`src/rtl/et_stream_decoder.sv`:
```
// Early-termination stochastic bitstream decoder: counts ones over a 2^L-bit stream
// and stops as soon as the threshold decision is settled (early termination enabled by ET_THRESH_EN).
module et_stream_decoder #(
   parameter int WIDTH = 8
) (
   input  logic                       clk,
   input  logic                       rst_n,
   input  logic                       start,
   input  logic [$clog2(WIDTH+1)-1:0] len_log2,
   input  logic [WIDTH:0]             thr,
   input  logic                       in_valid,
   input  logic                       in_bit,
   output logic                       in_ready,
   output logic                       out_valid,
   input  logic                       out_ready,
   output logic [WIDTH:0]             value,
   output logic                       decision,
   output logic                       early,
   output logic [WIDTH:0]             n_used
);
   localparam int LW = $clog2(WIDTH+1);
   localparam int VW = WIDTH + 2;

   typedef enum logic [1:0] {IDLE, RUN, DONE} state_t;

   state_t          state, stateNext;
   logic [LW-1:0]   lenQ, lenClamp, shamt;
   logic [WIDTH:0]  thrQ, onesQ, nQ, onesNext, nNext;
   logic [VW-1:0]   fullLen, onesScaled, remScaled, thrExt;
   logic            accept, isFull, detTrue, detFalse, stop, earlyNext;

   // Termination terms are evaluated on the post-accept counts, one bit wider than
   // the counters so the scaled remainder never overflows.
   assign lenClamp   = (len_log2 > LW'(WIDTH)) ? LW'(WIDTH) : len_log2;
   assign shamt      = LW'(WIDTH) - lenQ;
   assign onesNext   = onesQ + {{WIDTH{1'b0}}, in_bit};
   assign nNext      = nQ + {{WIDTH{1'b0}}, 1'b1};
   assign fullLen    = VW'(1) << lenQ;
   assign thrExt     = VW'(thrQ);
   assign onesScaled = VW'(onesNext) << shamt;
   assign remScaled  = (VW'(onesNext) + fullLen - VW'(nNext)) << shamt;
   assign isFull     = (VW'(nNext) == fullLen);
   assign detTrue    = (onesScaled >= thrExt);
   assign detFalse   = (remScaled < thrExt);
   assign accept     = in_valid && (state == RUN);

`ifdef ET_THRESH_EN
   assign stop      = isFull || detTrue || detFalse;
   assign earlyNext = !isFull;
`else
   assign stop      = isFull;
   assign earlyNext = 1'b0;
`endif

   always_ff @(posedge clk or negedge rst_n) begin
      if (!rst_n) state <= IDLE;
      else        state <= stateNext;
   end

   always_comb begin
      stateNext = state;
      in_ready  = 1'b0;
      out_valid = 1'b0;
      case (state)
         IDLE: if (start) stateNext = RUN;
         RUN: begin
            in_ready = 1'b1;
            if (in_valid && stop) stateNext = DONE;
         end
         DONE: begin
            out_valid = 1'b1;
            if (out_ready) stateNext = IDLE;
         end
         default: stateNext = IDLE;
      endcase
   end

   // Result registers are only written by the terminating sample, so they hold
   // through DONE and keep their last values back in IDLE.
   always_ff @(posedge clk or negedge rst_n) begin
      if (!rst_n) begin
         lenQ     <= '0;
         thrQ     <= '0;
         onesQ    <= '0;
         nQ       <= '0;
         value    <= '0;
         decision <= 1'b0;
         early    <= 1'b0;
         n_used   <= '0;
      end else if (state == IDLE && start) begin
         lenQ  <= lenClamp;
         thrQ  <= thr;
         onesQ <= '0;
         nQ    <= '0;
      end else if (accept) begin
         onesQ <= onesNext;
         nQ    <= nNext;
         if (stop) begin
            value    <= onesScaled[WIDTH:0];
            decision <= detTrue;
            early    <= earlyNext;
            n_used   <= nNext;
         end
      end
   end

endmodule

```
`config.mk`:
```
export PLATFORM = sky130hd
export DESIGN_NAME = et_stream_decoder
export DESIGN_NICKNAME = d
export VERILOG_FILES = /design/src/rtl/et_stream_decoder.sv
export SDC_FILE = /design/constraint.sdc
export NUM_CORES = 1
export LEC_CHECK = 0
export CORE_UTILIZATION = 61
export CTS_CLUSTER_SIZE = 25
export DETAILED_ROUTE_END_ITERATION = 8
export GPL_TIMING_DRIVEN = 0
export PLACE_DENSITY = 0.84
export SLEW_MARGIN = 20
export SYNTH_ARGS = -nofsm -noshare
export SYNTH_HDL_FRONTEND = slang
export SYNTH_SLANG_ARGS = --single-unit
```
`constraint.sdc`:
```
create_clock -name clk -period 9.5 [get_ports clk]
set_input_delay 2.85 -clock clk [delete_from_list [all_inputs] [get_ports clk]]
set_output_delay 2.85 -clock clk [all_outputs]
set_load 0.01 [all_outputs]
```
# Word level (Yosys, flattened, before mapping)
# Index checks and enable logic that the tools add are counted.
# totals
word_cells,40
register_bits,52
output_inout_bits,22
# op_classes
n_eq_ne,6
n_reduce_logical,7
add_sub_neg,3
n_mux,11
n_lt_le_gt_ge,2
n_bitwise,1
shifts,2
# ops
op,count
9-bit 2-to-1 mux,4
9-bit by 10-bit equality test with 1-bit output,1
10-bit by 9-bit >= comparator with 1-bit output,1
"1-bit by 4-bit << shifter with 10-bit output, first input constant",1
9-bit by 4-bit << shifter with 10-bit output,1
9-bit by 1-bit adder with 9-bit output,1
"9-bit by 1-bit adder with 9-bit output, second input constant",1
2-bit 2-to-1 mux,3
2-bit one-hot mux with 3 select lines,1
3-bit AND reduction,2
"4-bit greater-than comparator, second input constant",1
4-bit 2-to-1 mux,1
"2-bit inequality test, second input constant",2
"4-bit subtractor, first input constant",1
1-bit logical AND,3
"2-bit by 1-bit equality test with 1-bit output, second input constant",1
"2-bit equality test, second input constant",1
2-bit zero test,1
1-bit 2-to-1 mux,2
"2-bit by 1-bit inequality test with 1-bit output, second input constant",1
2-bit nonzero test,1
1-bit inverter,1

# Depth between registers and ports, before layout
# depth
depth_word,5
mapped_depth,16
mapped_depth_nobuf,14

# Worst setup path after synthesis
# Ideal clock, no wire load.
# synth_path
path_type,input to register
startpoint,in in_bit
endpoint,reg decision
setup_time_ns,0.125
n_path_buf,1
slack_ns,3.549
t_arrival_ns,5.826
stages,14
required_ns,9.375
cell_sequence,ha_1 -> ha_1 -> and3_1 -> clkbuf_1 -> a311oi_1 -> or4_1 -> a31oi_1 -> ha_1 -> and3_1 -> a21oi_1 -> o311a_1 -> o211ai_1 -> a311o_1 -> mux2_4
# synth_between
elab_chain_len,3
# synth_rtl
element,line,text
"start, declared",12,"input logic in_bit,"
9-bit by 1-bit adder with 9-bit output,36,"assign onesNext = onesQ + {{WIDTH{1'b0}}, in_bit};"
9-bit by 4-bit << shifter with 10-bit output,40,assign onesScaled = VW'(onesNext) << shamt;
net onesScaled[8],29,"logic [VW-1:0] fullLen, onesScaled, remScaled, thrExt;"
10-bit by 9-bit >= comparator with 1-bit output,43,assign detTrue = (onesScaled >= thrExt);
"end signal, assigned",100,decision <= detTrue;
"end, declared",17,"output logic decision,"
# The timed path passes the listed nets, and every way through them passes these cells.
# A chain may end at the register's enable or synchronous reset.

# Worst setup path in the final report
# Same ends and word-level chain as after synthesis.

==> impl_metrics.json <==
{
  "cp-start-kind": "input pin",
  "synth.area.top_cells": "dfrtp_1, ha_1, mux2_4",
  "setup_violations": 0,
  "synth_top_family_by_area": "compound AO/OA/AOI/OAI gates",
  "critical_path_peak_fanout": 7,
  "antenna_left": 0,
  "synthSimpleGateAreaFrac_pct": 16.0,
  "synth_top_area_share_pct": 37.7,
  "viasPerCell": 6.13,
  "die_y_microns": 77.2,
  "root_buffer": "clkbuf_8",
  "clockBufferDepth": 2,
  "status": "complete, no violations",
  "synth_edf_count": 0,
  "slew_headroom_pct": 29.3,
  "cts_hold_buffers": 0,
  "synth_compound_area_share_pct": 19.6,
  "synth_most_common_cell": "dfrtp_1",
  "finalInstanceArea_sq_um": 4050,
  "fmax_mhz": 148,
  "timing.final.crit_period_ns": 6.74,
  "cts_tree": "built",
  "synthArstFlopShare_pct": 100,
  "yosys-top-cells-count": "dfrtp_1, o21ai_0, nand2_1",
  "rows": 27,
  "antennaDiodeCount": 0,
  "cp.arrival_ns": 6.93,
  "die_w_microns": 77.2,
  "place_area_sq_um": 3930,
  "drv_cap": 0,
  "nFillCells": 410,
  "cp-end-kind": "flip-flop",
  "synth_seq_cells": 52,
  "grt_usage_pct": 28.4,
  "avgRoutedWirePerCell_microns": 16.4,
  "synth.distinct_cells": 61,
  "area_delta_synth_final_pct": 17.4,
  "muxShareOfSynthArea_pct": 8.62,
  "synth_fp_nets": 406,
  "powerDensity_nw_per_um2": 325,
  "timing.final.crit_share_pct": 70.9,
  "rsz0062_at_grt": "no",
  "io_pins": 41,
  "htree_levels": 2,
  "skew_ns": 0.00763,
  "path_clk_slew_ns": 0.09,
  "cts_made_buffers": 5,
  "grt-ovfl-total": 0,
  "grt_pass1_wl_microns": 13500,
  "min_from": "value[2]",
  "clk_latency_ns": 0.31,
  "worstPathRequired_ns": 9.70,
  "post_cts_resized": 0,
  "drt_iter0_markers": 265,
  "initial_utilization_pct": 63.1,
  "routabilityCongestion": 0.892,
  "clock-sinks": 52,
  "vias": 2989,
  "num-nets-final": 452,
  "grt_max_degree": 53,
  "hpwlAfterDp_microns": 5780,
  "dp.cells": 480,
  "tns_ns": 0,
  "synthFlopType": "dfrtp_1",
  "r2r-start": "lenQ[0]",
  "r2r_slack_ns": 5.16,
  "hp-class": "flip-flop to flip-flop",
  "hold_viol_final": 0,
  "grt_pass1_vias": 2765,
  "synth_area_leader_cell": "dfrtp_1",
  "tightest_slew_ns": 1.06,
  "die_area_sq_um": 5970,
  "io_buffer_count": 39,
  "fin_cells": 488,
  "synth-xor-area-share_pct": 5.87,
  "dr.pass1.iters": 5,
  "synth_area_sq_um": 3450,
  "synthAdderAreaFrac_pct": 6.52,
  "leakagePower_nw": 1.77,
  "drv_slew": 0,
  "avgSynthCellArea_sq_um": 9.36,
  "cp-startpoint": "in_bit",
  "drive_gt1_share_pct": 9.62,
  "path_class": "input pin to flip-flop",
  "synth-seq-area-share_pct": 37.7,
  "drcViolationCount": 0,
  "design.core.area_sq_um": 5470,
  "synth_cells": 369,
  "postRouteWirelength_microns": 8020,
  "antenna_found_initial": 0,
  "postCtsSetupBuffers": 0,
  "ir_worst_vdd_v": 0.000220,
  "synth_warnings": 0
}
==> path summary, 6_finish.rpt <==
kind                            cells after the start   endpoint
worst max-delay path                               15   decision
worst min-delay path                                1   value[2]
worst max register to register                     16   decision
worst min register to register                      1   value[2]
max in group asynchronous                           1   onesQ[8]
min in group asynchronous                           1  n_used[8]
==> flip-flops by register name, indices dropped and copies added (netlist names) <==
signal    count
n_used        9
decision      1
nQ            9
onesQ         9
state         2
thrQ          9
lenQ          4
value         9
==> layout by cell type, fill, tap and decap left out, drive strengths merged, types with 4 or more instances in the layout <==
cell / count
nor2b: 6
o21a: 4
ha: 18
nand4: 5
a22o: 5
nand2: 30
nor2: 23
o21ai: 43
nand3: 10
a31oi: 4
mux2: 17
and3: 5
inv: 22
dfrtp: 52
clkdlybuf4s50: 38
clkbuf: 23
a211oi: 5
a21oi: 16
mux2i: 5
xor2: 5
nor3: 7
and2: 4
buf: 7
xnor2: 9
==> layout make-up <==
class | count | area (sq um) | area share [%]
inverters | 23 | 86.3 | 2.13
clock buffers | 6 | 82.6 | 2.04
plain buffers | 23 | 108 | 2.66
flip-flops and latches | 52 | 1300 | 32.1
well taps | 72 | 90.1 | 2.22
clock inverters | 2 | 38.8 | 0.957
repair buffers | 39 | 388 | 9.57
multi-input cells | 271 | 1960 | 48.3
==> per-layer routing <==
layer  vias up  GRT usage (%)  wire [microns]
li1       1405              -               -
met1      1463           40.7            3700
met2       115           45.1            3790
met3         6           4.17             472
met4         0           6.98              59
met5         -              0               0
==> metrics by stage <==
step | worst slack [ns] | util (%) | hold slack [ns] | power, W
global placement | 2.65 | 71.9 | 0.485 | 0.00111
detailed placement | 2.59 | 71.8 | 0.495 | 0.00114
floorplan | 3.55 | - | 0.463 | 0.000908
CTS | 2.86 | 74.1 | 0.520 | 0.00131
global route | 2.60 | 74.1 | 0.536 | 0.00142
finish | 2.76 | 74.1 | 0.520 | 0.00132
==> where the power goes <==
part           internal, W  switching (W)
sequential        0.000289      0.0000481
combinational     0.000358       0.000461
clock            0.0000863      0.0000758
total             0.000734       0.000584
==> critical path, cell delays in order <==
cell,delay [ns]
clkdlybuf4s50_1,0.47
ha_1,0.31
ha_1,0.36
and3_1,0.20
clkbuf_1,0.29
a311oi_1,0.15
or4_1,0.53
a31oi_1,0.31
ha_1,0.30
and3_1,0.16
a21oi_1,0.15
o311a_1,0.18
o211ai_1,0.08
a311o_1,0.34
mux2_4,0.26
==> cells by family (layout without fill, tap and decap cells) <==
kind of cell / count (synthesis) / in the layout
buffers and inverters: 46 / 93
multiplexers: 22 / 22
AO/OA/AOI/OAI: 104 / 104
adder cells (fa/ha/maj): 18 / 18
AND/OR/NAND/NOR: 109 / 109
flip-flops: 52 / 52
XOR/XNOR: 17 / 17
other: 1 / 1
Power figures use the tool's default switching activity.
==> edit, RTL diff (same settings) <==
Add a define of `ET_THRESH_EN`.
--- a/src/rtl/et_stream_decoder.sv
+++ b/src/rtl/et_stream_decoder.sv
@@ -1,4 +1,6 @@
 // Early-termination stochastic bitstream decoder: counts ones over a 2^L-bit stream
 // and stops as soon as the threshold decision is settled (early termination enabled by ET_THRESH_EN).
+`define ET_THRESH_EN
+
 module et_stream_decoder #(
    parameter int WIDTH = 8
Behaviour: not the same (Yosys sat finds a counterexample within 4 cycles, from zero or initial values and one cycle with rst_n low).
==> edit against the unedited design <==
- design area rose by 27%
- synthesized cell count rose by 38%
- first-iteration DRC count rose by 41%
- maximum frequency fell by 27%
- wire length rose by 50%
- sequential share of layout area fell by 6.4 points
- critical path depth rose by 10
- critical endpoint is now value[7]$_DFFE_PN0P_
- die area rose by 30%
- worst setup slack got worse by 2500 ps
- non-clock buffer count did not move
- area after synthesis rose by 31%
- critical path type unchanged
- sequential cell count rose by 1
Power is not shown: default switching activity piles up to over one toggle a cycle in this logic, so the estimate is an artifact.
==> edit: results (changes against the unedited design) <==
Clock network
  – CTS root buf: clkbuf_8
  – Clk_lat worst skew: 310 ps (about the same)
  – H-tree depth: 2 (unchanged)
  – TritonCTS buffer count: 5 (unchanged)
  – Buffer depth of the longest clock path: 2 (unchanged)
  – PostCTS Resize Cnt: 0 (unchanged)
  – Worst-path clk slew: around 100 ps

Detailed routing
  – WL/cell: 18.3 um (+11%)
  – Iter 0 DRT Violations: 374 (+41%)
  – DR WL met2: 5370 um (+42%)
  – Vias: 4113 (+38%)
  – DRT met1 WL: 5250 um (+42%)
  – Wire length on met3: 940 um (+99%)
  – Initial DRT Pass Iterations: 5 (unchanged)

Final layout
  – Layout cell share with drive strength beyond 1: 8.63% (-0.98 points)
  – Nets: 620 (+37%)
  – Final Instance Count excl. Fillers: 655 (+34%)

Synthesis
  – Synth Warn #: 0 (unchanged)
  – Post-synth net total: 573 (+41%)
  – Seq/Total Area, Yosys: 29.2% (-8.4 points)
  – Async S/R FF share, synth: 100% (unchanged)
  – Synth cell count leaders: 53 x dfrtp_1, 50 x o21ai_0, 49 x nand2_1, 44 x nor2_1, 37 x ha_1
  – Synth Instances: 508 (+38%)
  – Ranking of synthesized cells by area: dfrtp_1 29%, ha_1 10%, o21ai_0 5.5%
  – Yosys cell types: 68 (+11%)

GRT
  – GRT met3 Usage: 4.38% (+0.22 points)
  – Tot GR Track Use: 32.8% (+4.4 points)
  – Largest net degree at the start of global routing: 54 (+1.9%)
  – GRT met1 Usage: 46.1% (+5.4 points)
  – First-pass GRT wire length: 19500 um (+44%)
  – Initial antenna violation count: 0 (unchanged)
  – GRT overflow: 0 (unchanged)
  – GR met2 Demand/Resource: 50.8% (+5.6 points)
  – Vias in the first global route: 3935 (+42%)

Placement
  – Post-Place Setup Slack: -143 ps (-2730 ps)
  – DPL Wire Length: 9360 um (+62%)
  – Inst Count DP: 647 (+35%)
  – Final Wtd Congestion: 0.968 (+8.6%)
  – DP Area: 5060 sq um (+29%)
  – Port Buffers: 40 (+2.6%)

STA
  – Final Hold Vio Count: 0 (unchanged)
  – Worst relative slew slack: 28.1% (-1.2 points)
  – Setup Skew: 4.72 ps (-2.92 ps)

Die
  – DIE AREA: 7780 sq um (+30%)

Setup path
  – CP max FO: 10 (+3)
  – Critical path's largest stage delay: 490 ps (-40 ps)
  – CP max-delay cell: clkdlybuf4s50_1
  – CP Data Arrival Time: 9450 ps (+2520 ps)
  – Delay-heaviest family, CP: compound AO/OA/AOI/OAI gates

Run status
  – Outcome: completed
## edit: area by class of cell
| type | count | area (sq um) |
|---|---|---|
| Tap cell | 99 | 124 |
| Sequential cell | 53 | 1330 |
| Clock buffer | 6 | 82.6 |
| Fill cell | 546 | 2050 |
| Clock inverter | 2 | 17.5 |
| Timing Repair Buffer | 40 | 398 |
| Multi-Input combinational cell | 400 | 2970 |
| Buffer | 22 | 123 |
| Inverter | 33 | 124 |
## edit: kinds of logic after synthesis
| kind of cell | count (synthesis) | share of synthesized area (%) |
|---|---|---|
| AND/OR/NAND/NOR | 164 | 18.2 |
| XOR/XNOR | 30 | 6.13 |
| adder cells (fa/ha/maj) | 46 | 14.2 |
| flip-flops | 53 | 29.2 |
| multiplexers | 30 | 8.20 |
| AO/OA/AOI/OAI | 130 | 18.7 |
| buffers and inverters | 55 | 5.44 |
## edit: final timing paths
kind,startpoint,endpoint,slack [ps],cells past startpoint
worst max-delay path,in_bit,value[7]$_DFFE_PN0P_,250,25
worst min-delay path,n_used[0]$_DFFE_PN0P_,n_used[0]$_DFFE_PN0P_,520,1
max in group asynchronous,rst_n,onesQ[7]$_DFFE_PN0P_,6470,1
min in group asynchronous,rst_n,thrQ[6]$_DFFE_PN0P_,2560,1
worst max register to register,lenQ[0]$_DFFE_PN0P_,value[7]$_DFFE_PN0P_,2350,25
worst min register to register,n_used[0]$_DFFE_PN0P_,n_used[0]$_DFFE_PN0P_,520,1
## edit: metrics by stage
step,setup TNS (ps),utilization [%],hold slack (ps)
2_1_floorplan,0,-,471
3_3_place_gp,-59.6,70.1,494
3_5_place_dp,-705,70.1,495
4_1_cts,0,71.5,520
5_1_grt,0,71.6,539
6_report,0,71.6,519
